### src/rtl/imm_pack.sv
// Purpose: packs a signed immediate into RV32I I/S/B/J fields, flags range/alignment errors, stamps byte addresses.
// Latency: 2 cycles from accept to out_valid with no stall; one word per cycle sustained.
// Backpressure: valid/ready on both sides; stages hold contents while stalled, in_ready drops only when both stages are full.
module imm_pack #(
  parameter int                    DATA_WIDTH = 32,
  parameter int                    ADDR_WIDTH = 32,
  parameter logic [ADDR_WIDTH-1:0] BASE_ADDR  = '0,
  parameter int                    ERR_CNT_W  = 8
) (
  input  logic                  clk,
  input  logic                  rst,
  input  logic                  in_valid,
  output logic                  in_ready,
  input  logic [1:0]            imm_type,
  input  logic [DATA_WIDTH-1:0] imm,
  input  logic [DATA_WIDTH-1:0] base_instr,
  input  logic                  addr_clear,
  output logic                  out_valid,
  input  logic                  out_ready,
  output logic [DATA_WIDTH-1:0] out_instr,
  output logic [ADDR_WIDTH-1:0] out_addr,
  output logic                  out_err,
  output logic [ERR_CNT_W-1:0]  err_count
);

  // Immediate type codes, same encoding as the decoder's ImmSrc.
  localparam logic [1:0] T_I = 2'b00;
  localparam logic [1:0] T_S = 2'b01;
  localparam logic [1:0] T_B = 2'b10;
  localparam logic [1:0] T_J = 2'b11;

  // Legal immediate ranges (B and J are byte offsets, so the top is one below even).
  localparam logic signed [DATA_WIDTH-1:0] IS_MIN = -2048;
  localparam logic signed [DATA_WIDTH-1:0] IS_MAX = 2047;
  localparam logic signed [DATA_WIDTH-1:0] B_MIN  = -4096;
  localparam logic signed [DATA_WIDTH-1:0] B_MAX  = 4094;
  localparam logic signed [DATA_WIDTH-1:0] J_MIN  = -(1 << 20);
  localparam logic signed [DATA_WIDTH-1:0] J_MAX  = (1 << 20) - 2;

  logic                  v1;
  logic                  v2;
  logic                  rdy1;
  logic                  rdy2;
  logic                  xfer;
  logic [1:0]            s1_type;
  logic [20:0]           s1_imm;      // only bits that can land in a field are kept
  logic [DATA_WIDTH-1:0] s1_base;
  logic                  s1_err;
  logic                  in_err;
  logic signed [DATA_WIDTH-1:0] simm;
  logic [20:0]           fimm;
  logic [DATA_WIDTH-1:0] packed_word;
  logic [ADDR_WIDTH-1:0] addr_q;

  assign rdy2      = !v2 || out_ready;
  assign rdy1      = !v1 || rdy2;
  assign in_ready  = rdy1;
  assign out_valid = v2;
  assign out_addr  = addr_q;
  assign xfer      = v2 && out_ready;
  assign simm      = $signed(imm);

  // Range and alignment check on the incoming request, captured with it in stage 1.
  always_comb begin
    in_err = 1'b0;
    unique case (imm_type)
      T_I, T_S: in_err = (simm < IS_MIN) || (simm > IS_MAX);
      T_B:      in_err = (simm < B_MIN) || (simm > B_MAX) || imm[0];
      T_J:      in_err = (simm < J_MIN) || (simm > J_MAX) || imm[0];
      default:  in_err = 1'b0;
    endcase
  end

  // Scatter the stage-1 immediate into its field; an erroneous word gets an all-zero field.
  always_comb begin
    fimm        = s1_err ? '0 : s1_imm;
    packed_word = s1_base;
    unique case (s1_type)
      T_I: packed_word[31:20] = fimm[11:0];
      T_S: begin
        packed_word[31:25] = fimm[11:5];
        packed_word[11:7]  = fimm[4:0];
      end
      T_B: begin
        packed_word[31]    = fimm[12];
        packed_word[30:25] = fimm[10:5];
        packed_word[11:8]  = fimm[4:1];
        packed_word[7]     = fimm[11];
      end
      T_J: begin
        packed_word[31]    = fimm[20];
        packed_word[30:21] = fimm[10:1];
        packed_word[20]    = fimm[11];
        packed_word[19:12] = fimm[19:12];
      end
      default: packed_word = s1_base;
    endcase
  end

  // Stage 1: register the request and its error flag whenever the stage can advance.
  always_ff @(posedge clk) begin
    if (rst) begin
      v1 <= 1'b0;
    end else if (rdy1) begin
      v1 <= in_valid;
      if (in_valid) begin
        s1_type <= imm_type;
        s1_imm  <= imm[20:0];
        s1_base <= base_instr;
        s1_err  <= in_err;
      end
    end
  end

  // Stage 2: register the packed word; held unchanged while the consumer stalls.
  always_ff @(posedge clk) begin
    if (rst) begin
      v2        <= 1'b0;
      out_instr <= '0;
      out_err   <= 1'b0;
    end else if (rdy2) begin
      v2 <= v1;
      if (v1) begin
        out_instr <= packed_word;
        out_err   <= s1_err;
      end
    end
  end

  // Byte address of the word in stage 2; a clear overrides a same-cycle advance.
  always_ff @(posedge clk) begin
    if (rst || addr_clear) begin
      addr_q <= BASE_ADDR;
    end else if (xfer) begin
      addr_q <= addr_q + ADDR_WIDTH'(4);
    end
  end

  // Saturating count of delivered words that carried an error.
  always_ff @(posedge clk) begin
    if (rst) begin
      err_count <= '0;
    end else if (xfer && out_err && (err_count != '1)) begin
      err_count <= err_count + 1'b1;
    end
  end

endmodule

### config.mk
export PLATFORM = sky130hd
export DESIGN_NAME = imm_pack
export DESIGN_NICKNAME = d
export VERILOG_FILES = /design/src/rtl/imm_pack.sv
export SDC_FILE = /design/constraint.sdc
export NUM_CORES = 1
export LEC_CHECK = 0
export ABC_AREA = 1
export BUFFER_PORTS_ARGS = -buffer_cell sky130_fd_sc_hd__buf_4
export CAP_MARGIN = 20
export CELL_PAD_IN_SITES_DETAIL_PLACEMENT = 2
export CELL_PAD_IN_SITES_GLOBAL_PLACEMENT = 2
export CORE_ASPECT_RATIO = 1.25
export CORE_MARGIN = 1.5
export CORE_UTILIZATION = 32
export CTS_CLUSTER_SIZE = 28
export DETAILED_ROUTE_END_ITERATION = 10
export GPL_TIMING_DRIVEN = 0
export HOLD_SLACK_MARGIN = 0.08
export PLACE_DENSITY_LB_ADDON = 0.1
export SYNTH_ARGS = -nofsm -noshare
export SYNTH_HDL_FRONTEND = slang
export SYNTH_SLANG_ARGS = --single-unit
### constraint.sdc
create_clock -name clk -period 5.4 [get_ports clk]
set_input_delay 1.08 -clock clk [delete_from_list [all_inputs] [get_ports clk]]
set_output_delay 1.08 -clock clk [all_outputs]
set_load 0.01 [all_outputs]
[Yosys cells after proc, flatten, opt, wreduce, memory -nomap -nowiden]
Index checks and enable logic that the tools add are counted.
Storage, ports and cells
  flip-flop bits (word level): 124
  bits of input ports: 71
  output and inout port bits: 75
  word-level logic and storage cells: 51
Cells by class
  add/subtract/negate cells: 2
  order comparisons: 6
  equality and inequality tests: 7
  mux-type cells: 6
  bitwise operators: 1
  reductions and logical operators: 19
Operators by type and width (number)
  32-bit by 3-bit adder with 32-bit output, second input constant: 1
  32-bit by 12-bit > comparator with 1-bit output, second input constant: 1
  32-bit by 13-bit > comparator with 1-bit output, second input constant: 1
  32-bit by 21-bit > comparator with 1-bit output, second input constant: 1
  32-bit by 12-bit < comparator with 1-bit output, second input constant: 1
  32-bit by 13-bit < comparator with 1-bit output, second input constant: 1
  32-bit by 21-bit < comparator with 1-bit output, second input constant: 1
  21-bit 2-to-1 mux: 1
  7-bit case mux with 3 select lines: 1
  5-bit case mux with 2 select lines: 2
  8-bit by 1-bit adder with 8-bit output, second input constant: 1
  2-bit == test, second input constant: 4
  1-bit logical OR: 8
  8-bit 2-to-1 mux: 1
  8-bit != test, second input constant: 1
  2-bit by 1-bit == test with 1-bit output, second input constant: 2
  2-bit zero test: 2
  2-bit OR reduction: 2
  1-bit logical AND: 3
  1-bit case mux with 3 select lines: 1
  3-bit AND reduction: 1
  1-bit zero test: 2
  2-bit AND reduction: 1
  1-bit NOT: 1

[Longest topological paths before layout]
  depth in word-level cells: 4
  mapped depth: 11
  mapped depth without buffers: 11

[Worst setup path before layout]
OpenSTA, ideal clock, no wires.
  path kind: input to register
  start: input port rst
  end: register s1_base[0] (enable)
  library setup time: 403 ps
  arrival: 2493 ps
  required time: 4997 ps
  path slack: 2504 ps
  stages: 4
  path buffers: 1
  cell sequence: inv_1 > clkbuf_1 > nand3_1 > inv_1
On the way
  cells in the longest elaborated chain, start to end: 2
Ends and longest elaborated chain
  start, declared: RTL line 11  | input logic rst,
  1-bit NOT (no source line)
  3-bit AND reduction (no source line)
  end signal, assigned: RTL line 109  | s1_base <= base_instr;
  end, declared: RTL line 47  | logic [DATA_WIDTH-1:0] s1_base;
Every way passes these cells.
A chain may end at the register's enable or synchronous reset.

[Final worst setup path]
  start: input port out_ready
  end: output port in_ready
On the way
  cells in the longest elaborated chain, start to end: 2
Ends and longest elaborated chain
  start, declared: RTL line 19  | input logic out_ready,
  1-bit logical OR: RTL line 55  | assign rdy2 = !v2 || out_ready;
  1-bit logical OR: RTL line 56  | assign rdy1 = !v1 || rdy2;
  end, declared: RTL line 13  | output logic in_ready,
Every way passes these cells.

==> flow_summary.toml <==
[critical_path]
worstPathCellList = "buf_4 > inv_1 > nand3_1 > buf_4"
critPathSlowestCell = "buf_4"
criticalPathCategory = "in -> out"
crit_required_ps = 4320
end_kind = "output pin"
r2r.worst_path.cells = 9
cp_max_fo = 3
cp-startpoint = "out_ready"
cp_top_family = "buffers and inverters"
cp_num_buf_inv = 3
cp.arrival_ps = 1580
crit_top_cell = "buf_4"
timing.rr.start = "out_addr[2]"
cp-start-kind = "primary input"
crit_cells = 4
critPathMaxStageDelay_ps = 180

[sta]
setup_violations = 0
hold_viol_final = 0
fin_crit_sh_pct = 49.2
rsz0062_at_grt = "false"
tightest_slew_ps = 710
layout_min_cycle_time_ps = 2660
slew_headroom_pct = 52.2
slew_violations = 0
fmax_mhz = 376
timing.setup.tns_ps = 0
fin_worst_skew_ps = 8.81

[synthesis]
synth_area_leaders = "edfxtp_1, dfxtp_1, nand2_1"
synth_edf_count = 49
ys_seq_area_share_pct = 53.8
yosys-top-cells-count = "nand2_1, nor2_1, inv_1, dfxtp_1, a21oi_1"
async_flop_share_pct = 0
synth_area_um2 = 5450
syn_area_per_cell_um2 = 8.18
yosys.cell_count.top_type = "nand2_1"
synth_top_area_share_pct = 27.0
synth-main-ff-cell = "dfxtp_1"
ys_seq_elements = 122
post_synth_num_cell_types = 37
synthCells = 666
synth_top_area_cell = "edfxtp_1"
yosys_warnings = 0

[grt]
grt_pass1_vias = 5594
grt_pass1_wl_mm = 28.1
antenna_found_initial = 0
grt_max_degree = 39
overflow = 0
grt_use_total_pct = 20.6

[clock_network]
cts.clk_slew.worst_paths_ps = 50
clock_latency_ps = 420
ctsHoldBuffers = 0
cts_inserted_buffers = 17
post_cts_resize_count = 0
cts_buffer_depth = 2
tritoncts = "built"
root_buffer = "clkbuf_16"
htree_num_levels = 4
cts_setup_buffers = 0
cts_num_sinks = 122

[route]
ant_nets = 0
finalWirelength_mm = 18.0
dr_total_vias = 5085
wl_per_cell_um = 17.0
drc = 0
drt-pass1-iter-count = 6
viasPerCell = 4.82
drt-initial-drc-count = 136

[finish]
syn_to_final_growth_pct = 35.4
final_cell_area_um2 = 7370
fin_cells = 1056
fin_nets = 900
seq_area_um2 = 2930
fillCellCount = 1935
multi_input_area_um2 = 2150
antenna_cells = 0
final_util_pct = 44.1
layout-drive-gt1-share_pct = 22.4

[hold_path]
worstHoldStart = "s1_imm[7]"
min_path_cells = 2
hp-class = "reg -> reg"

[flow_run]
drv_cap = 0

[floorplanning]
die_h_um = 149
io-pin-count = 146
std_cell_rows = 53
die_area_um2 = 17800
start_util_pct = 32.6
core_um2 = 16700
die_width_um = 120

[power]
powerDensity_nw_per_um2 = 320
p_leak_nw = 3.07
ir_drop_mv = 0.212
power.total_mw = 2.36

[placement]
hpwl_mm = 13.8
portBuffers = 136
placed_cells = 1024
place_area_um2 = 6770
gp_congestion = 0.828

[run_status]
outcome = "finished, final reports clean"
power by group:
group / leakage (nW) / internal, mW / switching, mW
Sequential: 1.05 / 0.994 / 0.0157
Clock: 0.297 / 0.740 / 0.432
Combinational: 1.72 / 0.0758 / 0.101
Total: 3.07 / 1.81 / 0.549
path summary, 6_finish.rpt:
path	to	slack (ps)
worst max register to register	out_addr[28]	3270
worst max-delay path	in_ready	2740
worst min register to register	out_instr[27]	490
worst min-delay path	out_instr[27]	490
layer usage:
layer  vias to the layer above  track usage (%)  part of all wire (%)
met5                         -                0                     0
met3                        17             4.97                   4.0
met1                      2479             19.9                    36
met4                         0             5.71                   1.4
li1                       2489                -                     -
met2                       100             42.5                    58
per-stage QoR:
step	setup slack, ps	hold WS (ps)
floorplan	2500	459
global placement	1680	461
detailed placement	2550	480
CTS	2740	499
global route	2710	516
finish	2740	490
logic make-up after synthesis:
kind of cell | after synthesis | share of synthesized area, %
and+or+nand+nor | 324 | 26.1
xor gates and xnor gates | 8 | 1.29
AOI/OAI and AO/OA | 110 | 10.5
adders and majority gates | 6 | 1.38
buffers and inverters | 95 | 6.80
DFF | 122 | 53.8
other | 1 | 0.0689
worst reg2reg max path, delay by kind of cell, from the launching register on:
| kind | cells | cell delay (ps) |
|---|---|---|
| AND/OR/NAND/NOR | 7 | 1240 |
| flip-flops | 1 | 530 |
| adder cells (fa/ha/maj) | 1 | 270 |
| buffers and inverters | 1 | 40 |
cell type report:
| class | count | area share [%] |
|---|---|---|
| well taps | 220 | 3.73 |
| clock inverters | 14 | 2.27 |
| inverters | 80 | 4.14 |
| multi-input cells | 450 | 29.1 |
| plain buffers | 15 | 0.882 |
| clock buffers | 18 | 5.96 |
| flip-flops and latches | 122 | 39.8 |
| repair buffers | 137 | 14.1 |
state kept, by name, indices dropped and copies added, names as in the netlist:
name / count
s1_imm: 21
s1_base: 25
out_err: 1
s1_type: 2
v1: 1
s1_err: 1
out_addr: 30
out_valid: 1
out_instr: 32
err_count: 8
cell usage in the layout, fill, tap and decap left out, drive strengths merged, types with 30 or more instances in the layout:
cell    Yosys  routed
nand2     152     152
buf         3     140
nor2      110     110
inv        76      80
dfxtp      73      73
a21oi      57      57
edfxtp     49      49
o21ai      44      44
nand3      33      33
clkbuf     12      30
(Power assumes the default switching activity.)
